`src/rtl/nasti_lite_byte_master.sv`:
```
// nasti_lite_byte_master: turns UART command bytes into single-beat NASTI-lite writes/reads and replies with data/status bytes
module nasti_lite_byte_master #(
  parameter int NASTI_ID_WIDTH = 1,
  parameter int MASTER_ID = 0
) (
  input  logic                      clk,
  input  logic                      rstn,
  input  logic [7:0]                rx_data,
  input  logic                      rx_valid,
  output logic                      rx_ready,
  output logic [7:0]                tx_data,
  output logic                      tx_valid,
  input  logic                      tx_ready,
  output logic                      aw_valid,
  input  logic                      aw_ready,
  output logic [NASTI_ID_WIDTH-1:0] aw_id,
  output logic [7:0]                aw_addr,
  output logic                      w_valid,
  input  logic                      w_ready,
  output logic [7:0]                w_data,
  output logic                      w_strb,
  input  logic                      b_valid,
  output logic                      b_ready,
  input  logic [NASTI_ID_WIDTH-1:0] b_id,
  input  logic [1:0]                b_resp,
  output logic                      ar_valid,
  input  logic                      ar_ready,
  output logic [NASTI_ID_WIDTH-1:0] ar_id,
  output logic [7:0]                ar_addr,
  input  logic                      r_valid,
  output logic                      r_ready,
  input  logic [NASTI_ID_WIDTH-1:0] r_id,
  input  logic [7:0]                r_data,
  input  logic [1:0]                r_resp,
  input  logic                      r_last
);
  localparam logic [3:0] IDLE        = 4'd0;
  localparam logic [3:0] GET_ADDR    = 4'd1;
  localparam logic [3:0] GET_DATA    = 4'd2;
  localparam logic [3:0] WR_REQ      = 4'd3;
  localparam logic [3:0] WR_RESP     = 4'd4;
  localparam logic [3:0] RD_REQ      = 4'd5;
  localparam logic [3:0] RD_RESP     = 4'd6;
  localparam logic [3:0] SEND_DATA   = 4'd7;
  localparam logic [3:0] SEND_STATUS = 4'd8;
  localparam logic [NASTI_ID_WIDTH-1:0] MID = NASTI_ID_WIDTH'(MASTER_ID);
  logic [3:0] state_q, state_d;
  logic       wr_q, wr_d;
  logic [7:0] addr_q, addr_d, wdata_q, wdata_d, rdata_q, rdata_d, status_q, status_d, tx_data_q, tx_data_d;
  logic       aw_valid_q, aw_valid_d, w_valid_q, w_valid_d, ar_valid_q, ar_valid_d;
  logic       b_ready_q, b_ready_d, r_ready_q, r_ready_d, tx_valid_q, tx_valid_d, rx_ready_q, rx_ready_d;
  logic       rx_hs, tx_hs;
  logic       unused_r_last;
  assign unused_r_last = r_last;
  assign rx_hs = rx_valid && rx_ready_q;
  assign tx_hs = tx_valid_q && tx_ready;
  always_comb begin
    state_d    = state_q;
    wr_d       = wr_q;
    addr_d     = addr_q;
    wdata_d    = wdata_q;
    rdata_d    = rdata_q;
    status_d   = status_q;
    aw_valid_d = aw_valid_q;
    w_valid_d  = w_valid_q;
    ar_valid_d = ar_valid_q;
    case (state_q)
      IDLE: if (rx_hs) begin
        if (rx_data == 8'h01 || rx_data == 8'h02) begin
          wr_d    = rx_data == 8'h01;
          state_d = GET_ADDR;
        end else begin
          status_d = 8'hFF;
          state_d  = SEND_STATUS;
        end
      end
      GET_ADDR: if (rx_hs) begin
        addr_d     = rx_data;
        ar_valid_d = !wr_q;
        state_d    = wr_q ? GET_DATA : RD_REQ;
      end
      GET_DATA: if (rx_hs) begin
        wdata_d    = rx_data;
        aw_valid_d = 1'b1;
        w_valid_d  = 1'b1;
        state_d    = WR_REQ;
      end
      // each valid retires on its own handshake; leave once both have
      WR_REQ: begin
        aw_valid_d = aw_valid_q && !aw_ready;
        w_valid_d  = w_valid_q && !w_ready;
        state_d    = (!aw_valid_d && !w_valid_d) ? WR_RESP : WR_REQ;
      end
      WR_RESP: if (b_valid && b_ready_q) begin
        status_d = {5'b0, b_id != MID, b_resp};
        state_d  = SEND_STATUS;
      end
      RD_REQ: begin
        ar_valid_d = ar_valid_q && !ar_ready;
        state_d    = ar_valid_d ? RD_REQ : RD_RESP;
      end
      RD_RESP: if (r_valid && r_ready_q) begin
        rdata_d  = r_data;
        status_d = {5'b0, r_id != MID, r_resp};
        state_d  = SEND_DATA;
      end
      SEND_DATA:   state_d = tx_hs ? SEND_STATUS : SEND_DATA;
      SEND_STATUS: state_d = tx_hs ? IDLE : SEND_STATUS;
      default:     state_d = IDLE;
    endcase
    // handshake outputs are registered from the next state
    rx_ready_d = state_d == IDLE || state_d == GET_ADDR || state_d == GET_DATA;
    b_ready_d  = state_d == WR_RESP;
    r_ready_d  = state_d == RD_RESP;
    tx_valid_d = state_d == SEND_DATA || state_d == SEND_STATUS;
    tx_data_d  = state_d == SEND_DATA ? rdata_d : state_d == SEND_STATUS ? status_d : tx_data_q;
  end
  always_ff @(posedge clk or negedge rstn) begin
    if (!rstn) begin
      state_q    <= IDLE;
      wr_q       <= 1'b0;
      addr_q     <= '0;
      wdata_q    <= '0;
      rdata_q    <= '0;
      status_q   <= '0;
      tx_data_q  <= '0;
      aw_valid_q <= 1'b0;
      w_valid_q  <= 1'b0;
      ar_valid_q <= 1'b0;
      b_ready_q  <= 1'b0;
      r_ready_q  <= 1'b0;
      tx_valid_q <= 1'b0;
      rx_ready_q <= 1'b0;
    end else begin
      state_q    <= state_d;
      wr_q       <= wr_d;
      addr_q     <= addr_d;
      wdata_q    <= wdata_d;
      rdata_q    <= rdata_d;
      status_q   <= status_d;
      tx_data_q  <= tx_data_d;
      aw_valid_q <= aw_valid_d;
      w_valid_q  <= w_valid_d;
      ar_valid_q <= ar_valid_d;
      b_ready_q  <= b_ready_d;
      r_ready_q  <= r_ready_d;
      tx_valid_q <= tx_valid_d;
      rx_ready_q <= rx_ready_d;
    end
  end
  assign rx_ready = rx_ready_q;
  assign tx_valid = tx_valid_q;
  assign tx_data  = tx_data_q;
  assign aw_valid = aw_valid_q;
  assign aw_id    = MID;
  assign aw_addr  = addr_q;
  assign w_valid  = w_valid_q;
  assign w_data   = wdata_q;
  assign w_strb   = 1'b1;
  assign b_ready  = b_ready_q;
  assign ar_valid = ar_valid_q;
  assign ar_id    = MID;
  assign ar_addr  = addr_q;
  assign r_ready  = r_ready_q;
endmodule
```
`config.mk`:
```
export PLATFORM = sky130hd
export DESIGN_NAME = nasti_lite_byte_master
export DESIGN_NICKNAME = d
export VERILOG_FILES = /design/src/rtl/nasti_lite_byte_master.sv
export SDC_FILE = /design/constraint.sdc
export NUM_CORES = 1
export LEC_CHECK = 0
export BUFFER_PORTS_ARGS = -buffer_cell sky130_fd_sc_hd__buf_2
export CORE_AREA = 2 2 72 74
export DETAILED_ROUTE_END_ITERATION = 16
export DIE_AREA = 0 0 74 76
export HOLD_SLACK_MARGIN = 0.05
export PLACE_DENSITY = 0.85
export SLEW_MARGIN = 40
export SYNTH_ARGS = -nofsm -noshare
export SYNTH_HDL_FRONTEND = slang
export SYNTH_SLANG_ARGS = --single-unit
```
`constraint.sdc`:
```
create_clock -name clk -period 2.64 [get_ports clk]
set_input_delay 0.396 -clock clk [delete_from_list [all_inputs] [get_ports clk]]
set_output_delay 0.396 -clock clk [all_outputs]
set_load 0.005 [all_outputs]
```
# == After elaboration in Yosys (flattened, before gate mapping) ==
# Index checks and enable logic that the tools add are counted.
# classes
n_eq_ne,18
n_mux,26
n_reduce_logical,28
# op_table
cell,count
8-bit 2-to-1 mux,8
4-bit one-hot mux with 9 select lines,1
4-bit 2-to-1 mux,8
"4-bit by 3-bit == test with 1-bit output, second input constant",7
8-bit one-hot mux with 3 select lines,1
"4-bit by 2-bit == test with 1-bit output, second input constant",3
"4-bit by 1-bit == test with 1-bit output, second input constant",2
"4-bit == test, second input constant",2
"8-bit by 1-bit == test with 1-bit output, second input constant",1
"8-bit by 2-bit == test with 1-bit output, second input constant",1
1-bit logical AND,8
4-bit logical NOT,2
2-bit AND reduction,4
1-bit logical NOT,6
3-bit 2-to-1 mux,2
1-bit one-hot mux with 2 select lines,3
2-bit nonzero test,3
1-bit logical OR,4
"2-bit != test, second input constant",2
3-bit AND reduction,1
1-bit 2-to-1 mux,2
2-bit 2-to-1 mux,1
# totals
reg_bits,52
in_bits,32
output_inout_bits,42

# == Depth between registers and ports, before layout ==
# Gate-level depths: netlist (run 1).
# depth
word_depth,9
ltp_mapped,8
depth_no_buf,7

# == Least setup slack after synthesis (run 1) ==
# OpenSTA, ideal clock, no wires.
# synth_timing
path_type,flip-flop to flip-flop
from,register state_q[2]
to,"register tx_data_q[3], in the netlist tx_data[3]"
setup_ns,0.125
arrival_time_ns,2.028
slack_ns,0.486
path_stages_with_launch,9
synth_period_minus_slack_ns,2.154
cell_sequence,dfrtp_1 buf_4 and4bb_4 and2_4 buf_6 or4_4 and3_4 buf_6 mux2_4
# synth_between
elab_chain_len,4
word_cells_on_any_way,22
# synth_rtl
item,line_no,text
"start, declared",47,"logic [3:0] state_q, state_d;"
"start signal, assigned",135,state_q <= state_d;
"4-bit == test, or another cell as far along",67,case (state_q)
4-bit one-hot mux with 9 select lines (*),67,
via state_d[0],47,
4-bit by 3-bit == test with 1-bit output or 4-bit == test (tied branches),116,tx_data_d = state_d == SEND_DATA ? rdata_d : state_d == SEND_STATUS ? status_d : tx_data_q;
8-bit 2-to-1 mux or 2-bit nonzero test (tied branches),-,
"end signal, assigned",141,tx_data_q <= tx_data_d;
"end, declared",49,"logic [7:0] addr_q, addr_d, wdata_q, wdata_d, rdata_q, rdata_d, status_q, status_d, tx_data_q, tx_data_d;"
# Mark *: on every way through the listed nets, which the timed path passes. The rest lies on a longest branch. The select of a mux whose other input is x is not followed.
# A chain may end at the register's enable or synchronous reset.

# == Final worst setup path (run 1) ==
# layout_timing
from,register state_q[0]
to,"register tx_data_q[4], in the netlist tx_data[4]"
# The elaborated chain is that of the path after synthesis.

==> metrics.txt, run 1 <==
switching share of power=0.265; Avg Vias per Cell=5.15; WHS=0.108 ns; Switch Pwr=0.422 mW; Hold/Removal Path Class=input port to asynchronous set/reset pin; fin worst setup slack=0.343 ns; CP startpoint kind=flip-flop; DRC=0; max cap viols=0; Initial Utilization=0.490; io pins=74; status=complete, no violations; Simple-Gate Fraction of Synth Area=0.162; Clock Tree Buf Depth=2; TritonCTS clock tree=done; setup slack, reg-to-reg=0.34 ns; leakage=1.43 nW; Util after Layout=0.579; Yosys top cell by area=dfrtp_1; largest net degree at the start of global routing=28; Congestion Overflow GR=0; FILL cells=between 400 and 500; Setup-failing EPs final=0; clock power share=0.299; Setup Total Neg Slack=0 ns; Cells after Synth=between 200 and 250; fraction of layout cells with a size suffix above 1=0.391; main area contributors after synthesis=dfrtp_1 54%, mux2_2 8.0%, nand2_1 5.8%; Initial DRT Pass Iterations=4; Slew Viols, Final=0; Setup WS pre-CTS=slightly below 0.2 ns; vias after detailed routing=between 1500 and 2000; top_reg_cell synth=dfrtp_1; fin nets=around 310; Area Overhead vs Synth=18.1%; Die Width=about 74 um; number of antenna violations at the first check in global routing=0; Num CTS Buffers=5; synth warn=0; DR WL/cell=~15 um; Die H=76 um; top-count cell post-synth=dfrtp_1; P per Cell Area=560 nW/um2; Synth Register Bits=between 50 and 60; maximum vdd drop=~0.26 mV; relative slew slack=0.583; CP Capture Type=flip-flop; Distinct cells, synth=43; ys async rst share=1.00; Clk Latency, worst-skew pair=0.30 ns; internal power=1.17 mW; DRT iter0 DRCs=99; Tot Pwr=1.59 mW; gpl congestion=between 0.7 and 0.8; CTS resizes=0; core area=4910 um2; Gate power share=0.154; mux share of post-synthesis cell area=0.136; buffer count from post-CTS setup fixing=0; top cell type's share of synthesized area=0.541; worst-path fanout max=9; commonest cells in the synthesized netlist=52 x dfrtp_1, 37 x nand2_1, 17 x mux2_2; Synth Area in Adders=0; hold_buf cts=0; arrival time of the worst setup path=2.49 ns; CP Launch Point=state_q[0]; Period minus WS final=2.30 ns; antenna cell count=0; worst slew pin tran=0.626 ns; Final HPWL DP=3700 um; PortBufs=just under 70; cells on worst reg2reg path=6; H-tree depth=2; register area=1300 um2; mapped cell area=2410 um2; Routed Antenna Nets=0; Flop pwr share=0.546; die area=~5600 um2; number of global-route vias before repair=1839; largest family of logic cells by synthesized area=simple AND/OR/NAND/NOR gates; Achievable Freq=between 0.4 and 0.5 GHz; Req. time, crit path=2.83 ns; Total Wirelength=around 5100 um; syn avg cell area=11.2 um2; global-route wire length before repair=approximately 8500 um; RSZ-0062 raised after global routing=no; clk sinks=52; area of the multi-input gates=955 um2; clock tree root driver cell=clkbuf_8; global-route usage over all layers=0.193; Synth Area in XOR/XNOR=0.00364; kind of critical path=flip-flop to flip-flop; final worst-path cycle share=0.870; # rows=26; crit path capture=tx_data[4]; Worst Skew=0.00318 ns; reg2reg start=state_q[0]; FF-to-FF End=tx_data[4]; clock-pin transition on the worst setup and hold timing paths=0.09 ns; Seq/Total Area, Yosys=0.541; number of synthesized flops with an enable pin=0; Hold Fails Final Rpt=0; Compound-Gate Fraction of Synth Area=0.0910
layout by cell type (no fill, tap or decap), types with 5 or more instances in the layout:
cell type and instances:
mux2i_1 6, o21ai_0 8, clkbuf_8 7, nand3_1 5, nand2b_1 6, inv_1 7, mux2_4 5, buf_2 69
a21o_1 5, dfrtp_1 52, mux2_2 17, nand2_1 37, nor2_1 8
kinds of logic after synthesis:
kind of cell	Yosys count
simple gates	75
flops	52
compound gates	31
mux	28
buf+inv	25
other cells	2
xor+xnor	1
routing by layer:
| layer | track usage | up-vias | wire, um |
|---|---|---|---|
| met3 | 0.0450 | 12 | 216 |
| li1 | - | 851 | - |
| met2 | 0.313 | 56 | 2530 |
| met1 | 0.254 | 862 | 2250 |
| met5 | 0 | - | 0 |
| met4 | 0.0618 | 0 | 104 |
worst min-delay path by stage:
stage	start	endpoint	slack, ns	cells past startpoint
floorplan	rstn	ar_addr[0]	0.10	0
global route	rstn	ar_addr[5]	0.14	1
detailed placement	rstn	ar_addr[3]	0.45	1
global placement	rstn	ar_addr[5]	0.44	1
CTS	rstn	ar_addr[5]	0.12	1
finish	rstn	w_data[6]	0.11	1
final cells by class:
type / instances / area share
repair buffers: 71 / 0.131
multi-input cells: 138 / 0.336
clock buffers: 7 / 0.0339
well taps: 70 / 0.0308
flip-flops and latches: 52 / 0.458
inverters: 8 / 0.0106
worst max-delay path, stage by stage (launching register included):
cell,delay [ns]
dfrtp_1,0.47
nor2b_1,0.44
nand3_1,0.18
or2_1,0.27
nand3_1,0.17
and3_4,0.34
mux2_4,0.32
state kept, by name, indices dropped and copies added, names as in the netlist:
signal	count
rx_ready	1
r_ready	1
rdata_q	8
tx_data	8
w_data	8
ar_valid	1
state_q	4
tx_valid	1
w_valid	1
status_q	8
wr_q	1
aw_valid	1
b_ready	1
ar_addr	8
per-stage QoR:
step	cells	area, um2
finish	346	2840
floorplan	215	2410
global route	346	2840
CTS	346	2840
detailed placement	339	2750
global placement	339	2750
power by group through the flow:
stage,registers [mW],clock network (mW),logic [mW]
2_1_floorplan,0.879,0,0.142
3_3_place_gp,0.882,0,0.240
3_5_place_dp,0.884,0,0.246
4_1_cts,0.869,0.493,0.246
5_1_grt,0.875,0.520,0.274
6_report,0.871,0.477,0.246
Power figures use the tool's default switching activity.
==> run 2, diff against run 1 <==
==> constraint.sdc (replaced) <==
create_clock -name clk -period 2.64 [get_ports clk]
set_input_delay 0.264 -clock clk [delete_from_list [all_inputs] [get_ports clk]]
set_output_delay 0.264 -clock clk [all_outputs]
set_load 0.005 [all_outputs]
==> run 2 against run 1 <==
  * Final cell count increased by 0.58%
  * Clock power fell by 0.8%
  * Sequential power fell by 0.5%
  * Non-clock buffer count grew 2
  * Via count increased by 0.17%
  * Utilization grew 0.10 points
  * Clock skew grew 0.0039 ns
  * Combinational power barely moved
  * Critical path type unchanged
  * Largest cell class unchanged
==> metrics.txt, run 2 (synthesized netlist as in run 1, its figures left out) <==
Initial DRT Pass Iterations=5; Die Width=74 um; buffer count from post-CTS setup fixing=0; Final HPWL DP=3630 um; Hold/Removal Path Class=input port to flip-flop; largest net degree at the start of global routing=27; io pins=74; Clk Latency, worst-skew pair=0.30 ns; Achievable Freq=approximately 0.44 GHz; Req. time, crit path=between 2 and 3 ns; Period minus WS final=approximately 2.3 ns; fin worst setup slack=0.342 ns; core area=between 4000 and 5000 um2; H-tree depth=2; hold_buf cts=1; number of global-route vias before repair=around 1800; most frequent CP cell=nor2_1; Total Wirelength=~4900 um; gpl congestion=~0.77; Routed Antenna Nets=0; Slew Viols, Final=0; worst-path fanout max=10; arrival time of the worst setup path=2.48 ns; relative slew slack=0.596; Setup Total Neg Slack=0 ns; TritonCTS clock tree=done; CTS resizes=0; maximum vdd drop=0.308 mV; clk sinks=52; CP startpoint kind=flip-flop; reg2reg start=state_q[1]; Hold Startpoint=w_ready; worst slew pin tran=0.601 ns; global-route wire length before repair=8170 um; FILL cells=445; Worst Skew=between 0.007 and 0.008 ns; CP max stage cell=dfrtp_1; number of antenna violations at the first check in global routing=0; global-route usage over all layers=0.186; clock-pin transition on the worst setup and hold timing paths=roughly 0.090 ns; Non-Filler Instances=around 350; Num CTS Buffers=5; CP Cell Sequence=nor2_1 -> inv_1 -> o22ai_1 -> nor2_1 -> inv_2 -> mux2_2 -> mux2_4; status=complete, no violations; DRC=0; DR WL/cell=14.1 um; Clock Tree Buf Depth=2; antenna cell count=0; RSZ-0062 raised after global routing=no; Area Overhead vs Synth=18.3%; fraction of layout cells with a size suffix above 1=0.392; Avg Vias per Cell=~5.1; Initial Utilization=0.490; Crit path largest cell delay=0.47 ns; fin nets=310; P per Cell Area=around 560 nW/um2; DRT iter0 DRCs=94; # rows=26; CP Launch Point=state_q[1]; kind of critical path=flip-flop to flip-flop; CP Capture Type=flip-flop; PortBufs=slightly below 70; max cap viols=0; post-route cell area=2850 um2; most common cell after layout, fill and taps aside=buf_2; vias after detailed routing=around 1800; dpl cell area=2740 um2; Die H=76 um; Setup-failing EPs final=0; die area=5620 um2; Congestion Overflow GR=0; clock tree root driver cell=clkbuf_8; most frequent cells in the layout=69 x buf_2, 52 x dfrtp_1, 37 x nand2_1, 17 x mux2_2; placed cells=340; Hold Fails Final Rpt=0; Setup WS pre-CTS=0.338 ns; leakage=around 1.4 nW; final worst-path cycle share=0.870
run 2: final timing paths:
| path | end | slack [ns] | depth (start not counted) |
|---|---|---|---|
| min in group asynchronous | ar_addr[5] | 0.29 | 2 |
| worst max register to register | tx_data[5] | 0.34 | 7 |
| worst max-delay path | tx_data[5] | 0.34 | 7 |
| max in group asynchronous | rdata_q[3] | 1.86 | 3 |
| worst min register to register | status_q[6] | 0.47 | 1 |
| worst min-delay path | w_valid | 0.17 | 2 |
run 2: layout make-up:
cell class	instances	area [um2]	area share
Timing Repair Buffer	73	378	0.133
Inverter	8	30.0	0.0105
Clock buffer	7	96.3	0.0338
Tap cell	70	87.6	0.0308
Sequential cell	52	1300	0.457
Multi-Input combinational cell	138	955	0.335
run 2: worst max-delay path: cells and delay by family (launching register included):
kind                   cells  cell delay, ns
AO/OA/AOI/OAI              1            0.39
buffers and inverters      2            0.29
flip-flops                 1            0.47
multiplexers               2            0.63
AND/OR/NAND/NOR            2            0.40
run 2: power breakdown:
| group | switching, mW | internal [mW] |
|---|---|---|
| Clock | 0.239 | 0.234 |
| Sequential | 0.0373 | 0.830 |
| Combinational | 0.137 | 0.107 |
| Total | 0.413 | 1.17 |
run 2: metrics by stage:
| stage | utilization | hold slack, ns | total power, mW |
|---|---|---|---|
| floorplan | - | -0.0316 | 1.02 |
| global placement | 0.558 | 0.0551 | 1.12 |
| detailed placement | 0.558 | 0.0577 | 1.13 |
| CTS | 0.580 | 0.157 | 1.60 |
| global route | 0.580 | 0.165 | 1.66 |
| finish | 0.580 | 0.168 | 1.58 |
run 2: layer usage:
metal | vias to the layer above | global-route usage | part of all wire
met1 | 872 | 0.258 | 0.44
met2 | 51 | 0.284 | 0.51
met4 | 0 | 0.0655 | 0.010
li1 | 856 | - | -
met5 | - | 0 | 0
met3 | 5 | 0.0450 | 0.046
